`config.mk`:
```
export PLATFORM = sky130hd
export DESIGN_NAME = ctrl_seq
export DESIGN_NICKNAME = d
export VERILOG_FILES = /design/src/rtl/ctrl_pkg.sv /design/src/rtl/ctrl_wb_mux.sv /design/src/rtl/ctrl_seq.sv
export SDC_FILE = /design/constraint.sdc
export NUM_CORES = 1
export LEC_CHECK = 0
export ABC_AREA = 1
export BUFFER_PORTS_ARGS = -buffer_cell sky130_fd_sc_hd__buf_2
export CAP_MARGIN = 20
export CORE_MARGIN = 5
export CORE_UTILIZATION = 52
export CTS_CLUSTER_DIAMETER = 100
export DETAILED_ROUTE_END_ITERATION = 12
export PLACE_DENSITY = 0.83
export RECOVER_POWER = 50
export SETUP_SLACK_MARGIN = 0.02
export SLEW_MARGIN = 20
export SYNTH_ARGS = -nofsm -noshare
export SYNTH_HDL_FRONTEND = slang
export SYNTH_SLANG_ARGS = --single-unit
```
`constraint.sdc`:
```
create_clock -name Clk -period 4.13 [get_ports Clk]
set_input_delay 0.2065 -clock Clk [delete_from_list [all_inputs] [get_ports Clk]]
set_output_delay 0.2065 -clock Clk [all_outputs]
set_load 0.02 [all_outputs]
```
`src/rtl/ctrl_pkg.sv`:
```
// Shared definitions for the multi-cycle control sequencer: opcodes,
// sequencer states and small decode helpers.
package ctrl_pkg;

  localparam logic [3:0] OP_LDB  = 4'b1000;
  localparam logic [3:0] OP_STB  = 4'b1001;
  localparam logic [3:0] OP_LDH  = 4'b1010;
  localparam logic [3:0] OP_LDL  = 4'b1011;
  localparam logic [3:0] OP_MOV  = 4'b0111;
  localparam logic [3:0] OP_JMP  = 4'b1100;
  localparam logic [3:0] OP_HALT = 4'b1111;

  typedef enum logic [1:0] {
    S_FETCH = 2'd0,
    S_EXEC  = 2'd1,
    S_MEM   = 2'd2,
    S_HALT  = 2'd3
  } state_t;

  // The nibble-merge loads only work when each half of the data word is
  // exactly as wide as the immediate field IR[IW-5:1].
  function automatic bit widthsConsistent(int iw, int dw);
    return dw == 2 * (iw - 5);
  endfunction

  // Anything that is not one of the named opcodes is an ALU (r-type) op.
  function automatic bit isRType(logic [3:0] op);
    return !(op inside {OP_LDB, OP_STB, OP_LDH, OP_LDL, OP_MOV, OP_JMP, OP_HALT});
  endfunction

endpackage

```
`src/rtl/ctrl_wb_mux.sv`:
```
// Write-back value selector: picks the register write data for the
// instruction held in IR. Qualification by the write enable is done by
// the sequencer.
module ctrl_wb_mux
  import ctrl_pkg::*;
#(
  parameter int IW = 9,
  parameter int DW = 8
) (
  input  logic [3:0]    i_op,
  input  logic [IW-5:0] i_operand,
  input  logic [DW-1:0] i_rdValue,
  input  logic [DW-1:0] i_aluOut,
  input  logic [DW-1:0] i_memReadValue,
  output logic [DW-1:0] o_value
);

  // Select the data source by opcode; immediates are zero-extended, never sign-extended.
  always_comb begin
    o_value = '0;
    case (i_op)
      OP_LDB:                  o_value = i_memReadValue;
      OP_MOV:                  o_value[IW-5:0] = i_operand;
      OP_LDH:                  o_value = {i_operand[IW-5:1], i_rdValue[DW/2-1:0]};
      OP_LDL:                  o_value = {i_rdValue[DW-1:DW/2], i_operand[IW-5:1]};
      OP_STB, OP_JMP, OP_HALT: o_value = '0;
      default:                 o_value = i_aluOut;
    endcase
  end

endmodule

```
`src/rtl/ctrl_seq.sv`:
```
// Multi-cycle fetch/execute/memory sequencer. Owns PC advance, branch
// resolution, register write-back, the memory handshake with timeout and
// the sticky overflow / memory-error status flags.
module ctrl_seq
  import ctrl_pkg::*;
#(
  parameter int IW      = 9,
  parameter int DW      = 8,
  parameter int TIMEOUT = 15
) (
  input  logic          Clk,
  input  logic          Reset_n,
  input  logic [IW-1:0] Instruction,
  input  logic [DW-1:0] jmpReg,
  input  logic [DW-1:0] RdValue,
  input  logic [DW-1:0] ALU_out,
  input  logic          OverFlow,
  input  logic [DW-1:0] MemReadValue,
  input  logic          MemAck,
  output logic          MemReq,
  output logic          MemWe,
  output logic          PcEn,
  output logic          Jump,
  output logic          BranchEn,
  output logic          RegWriteEn,
  output logic [DW-1:0] RegWriteValue,
  output logic          Halted,
  output logic          OvfFlag,
  output logic          MemErr
);

  if (!widthsConsistent(IW, DW)) begin : g_badWidth
    $error("ctrl_seq: DW must equal 2*(IW-5)");
  end
  if (TIMEOUT < 1 || TIMEOUT > 255) begin : g_badTimeout
    $error("ctrl_seq: TIMEOUT must be in 1..255");
  end

  state_t        r_state;
  state_t        w_nextState;
  logic [IW-1:0] r_ir;
  logic [7:0]    r_waitCnt;
  logic          r_memReq;
  logic          r_memWe;
  logic          r_ovf;
  logic          r_memErr;

  logic [3:0]    w_op;
  logic [IW-5:0] w_operand;
  logic [DW-1:0] w_wbValue;
  logic          w_startMem;
  logic          w_endMem;
  logic          w_timeout;
  logic          w_setOvf;

  assign w_op      = r_ir[IW-1:IW-4];
  assign w_operand = r_ir[IW-5:0];

  ctrl_wb_mux #(
    .IW(IW),
    .DW(DW)
  ) u_wbMux (
    .i_op          (w_op),
    .i_operand     (w_operand),
    .i_rdValue     (RdValue),
    .i_aluOut      (ALU_out),
    .i_memReadValue(MemReadValue),
    .o_value       (w_wbValue)
  );

  // Next-state and per-cycle control pulses; everything idles at 0 unless a case raises it.
  always_comb begin
    w_nextState = r_state;
    PcEn        = 1'b0;
    Jump        = 1'b0;
    BranchEn    = 1'b0;
    RegWriteEn  = 1'b0;
    w_startMem  = 1'b0;
    w_endMem    = 1'b0;
    w_timeout   = 1'b0;
    w_setOvf    = 1'b0;
    case (r_state)
      S_FETCH: w_nextState = S_EXEC;
      S_EXEC: begin
        case (w_op)
          OP_LDB, OP_STB: begin
            w_startMem  = 1'b1;
            w_nextState = S_MEM;
          end
          OP_HALT: w_nextState = S_HALT;
          OP_JMP: begin
            Jump        = 1'b1;
            BranchEn    = (jmpReg == DW'(1));
            PcEn        = 1'b1;
            w_nextState = S_FETCH;
          end
          default: begin
            RegWriteEn  = 1'b1;
            PcEn        = 1'b1;
            w_setOvf    = isRType(w_op) && OverFlow;
            w_nextState = S_FETCH;
          end
        endcase
      end
      S_MEM: begin
        if (MemAck) begin
          w_endMem    = 1'b1;
          PcEn        = 1'b1;
          RegWriteEn  = (w_op == OP_LDB);
          w_nextState = S_FETCH;
        end else if (r_waitCnt == 8'(TIMEOUT)) begin
          w_endMem    = 1'b1;
          w_timeout   = 1'b1;
          w_nextState = S_HALT;
        end
      end
      S_HALT:  w_nextState = S_HALT;
      default: w_nextState = S_FETCH;
    endcase
  end

  assign RegWriteValue = RegWriteEn ? w_wbValue : '0;
  assign Halted        = (r_state == S_HALT);
  assign MemReq        = r_memReq;
  assign MemWe         = r_memWe;
  assign OvfFlag       = r_ovf;
  assign MemErr        = r_memErr;

  // State register.
  always_ff @(posedge Clk or negedge Reset_n) begin
    if (!Reset_n) r_state <= S_FETCH;
    else          r_state <= w_nextState;
  end

  // Instruction register, captured only while fetching.
  always_ff @(posedge Clk or negedge Reset_n) begin
    if (!Reset_n)                r_ir <= '0;
    else if (r_state == S_FETCH) r_ir <= Instruction;
  end

  // Memory request/direction and the wait counter that restarts on every entry to S_MEM.
  always_ff @(posedge Clk or negedge Reset_n) begin
    if (!Reset_n) begin
      r_memReq  <= 1'b0;
      r_memWe   <= 1'b0;
      r_waitCnt <= '0;
    end else if (w_startMem) begin
      r_memReq  <= 1'b1;
      r_memWe   <= (w_op == OP_STB);
      r_waitCnt <= '0;
    end else if (w_endMem) begin
      r_memReq  <= 1'b0;
      r_memWe   <= 1'b0;
    end else if (r_state == S_MEM) begin
      r_waitCnt <= r_waitCnt + 8'd1;
    end
  end

  // Sticky status flags, cleared only by reset.
  always_ff @(posedge Clk or negedge Reset_n) begin
    if (!Reset_n) begin
      r_ovf    <= 1'b0;
      r_memErr <= 1'b0;
    end else begin
      if (w_setOvf)  r_ovf    <= 1'b1;
      if (w_timeout) r_memErr <= 1'b1;
    end
  end

endmodule

```
==> flow_summary.toml, run 1 <==
[worst_setup_path]
arrival_ns = 1.91
cpPeakStageDelay_ns = 0.49
crit_slowest_cell = "dfrtp_1"
crit_required_ns = 3.92
crit_type = "reg -> out"
cp-start-kind = "flip-flop"
crit_fanout = 13
endpoint_kind = "output port"
crit_path_frequent_cell = "nor2_1"
path_cells = "nand2_1 > inv_1 > nand2_1 > nand3_2 > nor2_1 > nor2_1 > nor2_1 > buf_2"

[global_route]
overflow = 0
antenna_found_initial = 0
grt_pass1_wl_um = 6780
grt_start_max_net_pins = 24
grt_usage = 0.193
first_global_vias = 1576

[clock_network]
path_clk_slew_ns = 0.13
htree_levels = 1
cts_buffer_depth = 2
cts-buffers-inserted = 3
clock_latency_ns = 0.32
post_cts.repair.setup_buffers = 0
clockRootBuffer = "clkbuf_4"
cts_tree = "built"
numClockSinks = 23

[timing]
fin_crit_sh = 0.512
holdWs_ns = 0.101
grt_setup_unrepaired = "false"
finalClockSkew_ns = 0.0108
fin_crit_ns = 2.12
fmax_mhz = 473
slew_viol_final = 0
finalSetupViolCount = 0
tightestPinTransition_ns = 1.18
finalHoldViolations = 0
fin_setup_tns_ns = 0
relSlewSlack = 0.215

[place]
dp_hpwl_um = 3330
place_congestion = 0.856
port-buffer-count = 61

[die]
ioPinCount = 62
die_x_um = 67.3
die_h_um = 67.3
coreArea_sq_um = 3100
fp-row-count = 20
start_util = 0.550
dieArea_sq_um = 4520

[yosys]
ys_top_cells_by_count = "63 x nand2_1, 43 x nand3_1, 35 x nor2_1"
yosys_warnings = 0
synth.most_common_cell = "nand2_1"
synth-edff-count = 0
yosysTopAreaCell = "dfrtp_1"
syn_inst = 253
ys_seq_elements = 23
synth_area_leaders = "dfrtp_1 34%, nand2_1 14%, nand3_1 13%, nor2_1 7.7%, inv_1 7.3%"
synth_fp_nets = 304
syn_avg_cell_area_sq_um = 6.74
synth_ff_type = "dfrtp_1"
syn-cell-area_sq_um = 1710
ys_types = 26
yosysTopAreaCellShare = 0.337
ys_seq_area_frac = 0.337
async_flop_share = 1.00

[drt]
antenna_left = 0
routed-via-count = 1774
drc = 0
dr.pass1.iters = 5
wirelength_um = 4150
vias_per_cell = 4.97
drt_iter0_markers = 70
routedWlPerCell_um = 11.6

[power_and_ir_drop]
p_leak_nw = 1.21
peakVddDrop_v = 0.000423
power_density_nw_per_um2 = 585

[layout]
area_delta_synth_final_pct = 20.8
fin_util = 0.664
nNetsFinal = 365
multi_input_area_sq_um = 940
fillers = 310
drive_gt1_frac = 0.256
regArea_sq_um = 576
antenna_cells = 0

[min_path]
hold_class = "in -> reg"

[run_status]
status = "complete, no violations"

[run]
max_cap_viol_count = 0
==> sequential cells by signal (all words and copies together), names as in the netlist <==
signal     flops
MemErr         1
MemReq         1
MemWe          1
OvfFlag        1
r_ir           9
r_state        2
r_waitCnt      8
==> critical path, delay by kind of cell, from the launching register on <==
family | cells | cell delay, ns
AND/OR/NAND/NOR | 6 | 0.64
buffers and inverters | 2 | 0.45
flip-flops | 1 | 0.49
==> power breakdown <==
part           internal, mW  switching, mW
combinational         0.251          0.468
sequential            0.297         0.0795
clock                0.0371         0.0715
==> per-layer routing <==
| metal | up-vias | share of wire | global-route usage |
|---|---|---|---|
| li1 | 921 | - | - |
| met3 | 9 | 0.066 | 0.0316 |
| met1 | 789 | 0.45 | 0.257 |
| met4 | 0 | 0.023 | 0.0835 |
| met5 | - | 0 | 0 |
| met2 | 55 | 0.46 | 0.310 |
==> stage by stage <==
stage          cells  instance area, sq um  power [mW]  setup WS [ns]
3_3_place_gp     352                  2030        1.09           2.40
2_1_floorplan    253                  1710       0.928           2.53
3_5_place_dp     352                  2030        1.10           2.33
6_report         357                  2060        1.20           2.01
4_1_cts          357                  2070        1.22           2.05
5_1_grt          357                  2060        1.32           1.79
==> layout by cell type, fill, tap and decap left out, types with 2 or more instances in the layout <==
| cell type | count |
|---|---|
| buf_2 | 56 |
| clkbuf_1 | 5 |
| clkbuf_4 | 3 |
| dfrtp_1 | 23 |
| ha_1 | 6 |
| inv_1 | 34 |
| inv_2 | 6 |
| mux2_2 | 6 |
| nand2_1 | 63 |
| nand3_1 | 43 |
| nand4_1 | 7 |
| nor2_1 | 36 |
| nor2_2 | 3 |
| nor2_4 | 3 |
| nor4_1 | 2 |
| o21ai_0 | 5 |
| xor2_1 | 2 |
==> layout make-up <==
| type | instances | area share |
|---|---|---|
| Clock buffer | 3 | 0.0109 |
| Clock inverter | 1 | 0.00365 |
| Inverter | 40 | 0.0729 |
| Multi-Input combinational cell | 184 | 0.456 |
| Sequential cell | 23 | 0.279 |
| Tap cell | 44 | 0.0267 |
| Timing Repair Buffer | 62 | 0.150 |
==> timing repair <==
| action | 4_1_cts | 5_1_grt |
|---|---|---|
| hold buffers | 1 | 0 |
| endpoints found under the setup margin | 0 | 0 |
| resized for setup | 0 | 0 |
| hold endpoints to repair | 23 | 0 |
==> path summary, 6_finish.rpt <==
| kind | slack [ns] | startpoint | cells after the start | endpoint |
|---|---|---|---|---|
| worst max register to register | 2.23 | r_state[0] | 9 | r_waitCnt[5] |
| worst min register to register | 0.49 | MemErr | 1 | MemErr |
| min in group asynchronous | 0.62 | Reset_n | 2 | MemErr |
| worst min-delay path | 0.10 | Instruction[8] | 3 | r_ir[8] |
| max in group asynchronous | 2.81 | Reset_n | 2 | r_ir[2] |
| worst max-delay path | 2.01 | r_ir[5] | 8 | RegWriteValue[1] |
==> cell families after synthesis <==
kind of cell | synth area share
fa+ha+maj | 0.0440
xor+xnor | 0.0154
simple gates | 0.423
compound gates | 0.0308
buf+inv | 0.110
mux | 0.0396
flops | 0.337
No activity file was read; power rests on OpenSTA's default activity.
==> run 2, diff against run 1 <==
- ABC_AREA: 1 -> 0
- CORE_UTILIZATION: 52 -> 45
- PLACE_DENSITY: 0.83 -> 0.77
- clock period: 4.13 -> 1.8 ns (I/O delays scaled with it)
==> flow_summary.toml, run 2 <==
[yosys]
ys_seq_area_frac = 0.342
yosys_warnings = 0
synth.most_common_cell = "dfrtp_1"
syn_inst = 167
synth_fp_nets = 218
syn_avg_cell_area_sq_um = 10.1
yosysTopAreaCellShare = 0.342
ys_top_cells_by_count = "23 x dfrtp_1, 17 x nor2_1, 12 x mux2_2, 12 x nand2_1, 7 x nor2b_1"
ys_seq_elements = 23
syn-cell-area_sq_um = 1680
synth_ff_type = "dfrtp_1"
synth-edff-count = 0
ys_types = 48
synth_area_leaders = "dfrtp_1 34%, mux2_2 8.0%, ha_1 4.5%, nor2_1 3.8%, a211oi_2 3.7%"
async_flop_share = 1.00
yosysTopAreaCell = "dfrtp_1"

[layout]
layout_commonest_cell = "buf_2"
top_register = "r_ir"
fin_area_sq_um = 2250
drive_gt1_frac = 0.508
area_delta_synth_final_pct = 33.7
fin_util = 0.620
stdcell_count = 288
antenna_cells = 0
nNetsFinal = 292
fillers = 323
top_regs = "r_ir x9, r_waitCnt x8, r_state x2"
regArea_sq_um = 579
largest_register_ffs = 9
multi_input_area_sq_um = 1080
mostFrequentLayoutCells = "49 x buf_2, 24 x buf_4, 20 x dfrtp_1, 16 x nor2_1, 12 x mux2_2"

[timing]
fmax_mhz = 504
slew_viol_final = 0
grt_setup_unrepaired = "true"
finalSetupViolCount = 9
relSlewSlack = 0.172
tightestPinTransition_ns = 1.24
finalHoldViolations = 0
setup_slack_ns = -0.183
fin_setup_tns_ns = -1.27
fin_crit_sh = 1.10
fin_crit_ns = 1.98
finalClockSkew_ns = 0.00733
holdWs_ns = 0.0504

[place]
placed_cell_area_sq_um = 2100
place_congestion = 0.843
pre_cts_ws_ns = -0.0697
dp_hpwl_um = 3280
port-buffer-count = 61
place_inst = 280

[run_status]
violations = "negative setup slack"
status = "finished with violations"

[clock_network]
numClockSinks = 23
htree_levels = 1
path_clk_slew_ns = 0.09
clockRootBuffer = "clkbuf_8"
cts_buffer_depth = 2
clock_latency_ns = 0.26
cts_tree = "built"
cts-buffers-inserted = 3

[global_route]
grt_pass1_wl_um = 6840
grt_usage = 0.166
first_global_vias = 1516
antenna_found_initial = 0
grt_start_max_net_pins = 24
overflow = 0

[drt]
antenna_left = 0
routedWlPerCell_um = 14.7
drc = 0
wirelength_um = 4250
vias_per_cell = 5.39
drt_iter0_markers = 67
dr.pass1.iters = 4
routed-via-count = 1552

[die]
ioPinCount = 62
dieArea_sq_um = 5070
fp-row-count = 22
start_util = 0.463
coreArea_sq_um = 3630
die_h_um = 71.2
die_x_um = 71.2

[run]
max_cap_viol_count = 0

[power_and_ir_drop]
peakVddDrop_v = 0.000271
power_density_nw_per_um2 = 408
total_power_mw = 0.919
p_leak_nw = 1.06

[worst_setup_path]
crit_required_ns = 1.71
crit_fanout = 9
cp-start-kind = "flip-flop"
endpoint_kind = "output port"
arrival_ns = 1.89
crit_type = "reg -> out"

[min_path]
hold_class = "in -> reg"
[run 2: worst paths after layout]
kind | endpoint | depth (start not counted) | from | slack, ns
setup / recovery | RegWriteValue[1] | 8 | r_state[1] | -0.18
hold / removal | r_ir[6] | 2 | Instruction[6] | 0.05
setup reg to reg | r_state[1] | 7 | r_state[1] | 0.16
hold reg to reg | MemErr | 1 | MemErr | 0.47
max in group asynchronous | r_ir[5] | 2 | Reset_n | 0.35
min in group asynchronous | r_waitCnt[2] | 2 | Reset_n | 0.63
[run 2: cell type report]
type	instances	share of cell area
Timing Repair Buffer	79	0.209
Inverter	5	0.00833
Sequential cell	23	0.257
Tap cell	48	0.0267
Clock buffer	4	0.0200
Multi-Input combinational cell	129	0.479
[run 2: timing repair]
item                                    CTS  global route
endpoints found under the hold margin    23             0
buffers inserted                          0             3
gates resized for setup                  16             9
pin swaps                                 1             1
endpoints found under the setup margin    9            12
hold buffers                              1             0
[run 2: metal layers]
layer / track usage / wire, um / vias up
li1: - / - / 756
met1: 0.214 / 1760 / 741
met2: 0.278 / 2160 / 47
met3: 0.0298 / 240 / 8
met4: 0.0605 / 80 / 0
met5: 0 / 0 / -
[run 2: worst max-delay path: stages, from the launching register on]
cell      delay (ns)
dfrtp_1         0.37
inv_2           0.07
ha_4            0.28
nand2_4         0.06
a311oi_4        0.25
a311oi_4        0.07
buf_12          0.16
a211oi_2        0.19
buf_4           0.17
[run 2: kinds of logic after synthesis]
family                     after synthesis  share of synthesized area
DFF                                     23                      0.342
adders and majority gates                6                     0.0446
AOI/OAI and AO/OA                       42                      0.224
muxes                                   18                      0.116
xor gates and xnor gates                 6                     0.0312
buffers and inverters                   15                     0.0498
and+or+nand+nor                         57                      0.192
[run 2: power by group]
group | leakage, nW | switching (mW) | total [mW] | internal (mW)
logic | 0.746 | 0.0317 | 0.0777 | 0.0460
registers | 0.296 | 0 | 0.516 | 0.516
clock network | 0.0228 | 0.167 | 0.325 | 0.158
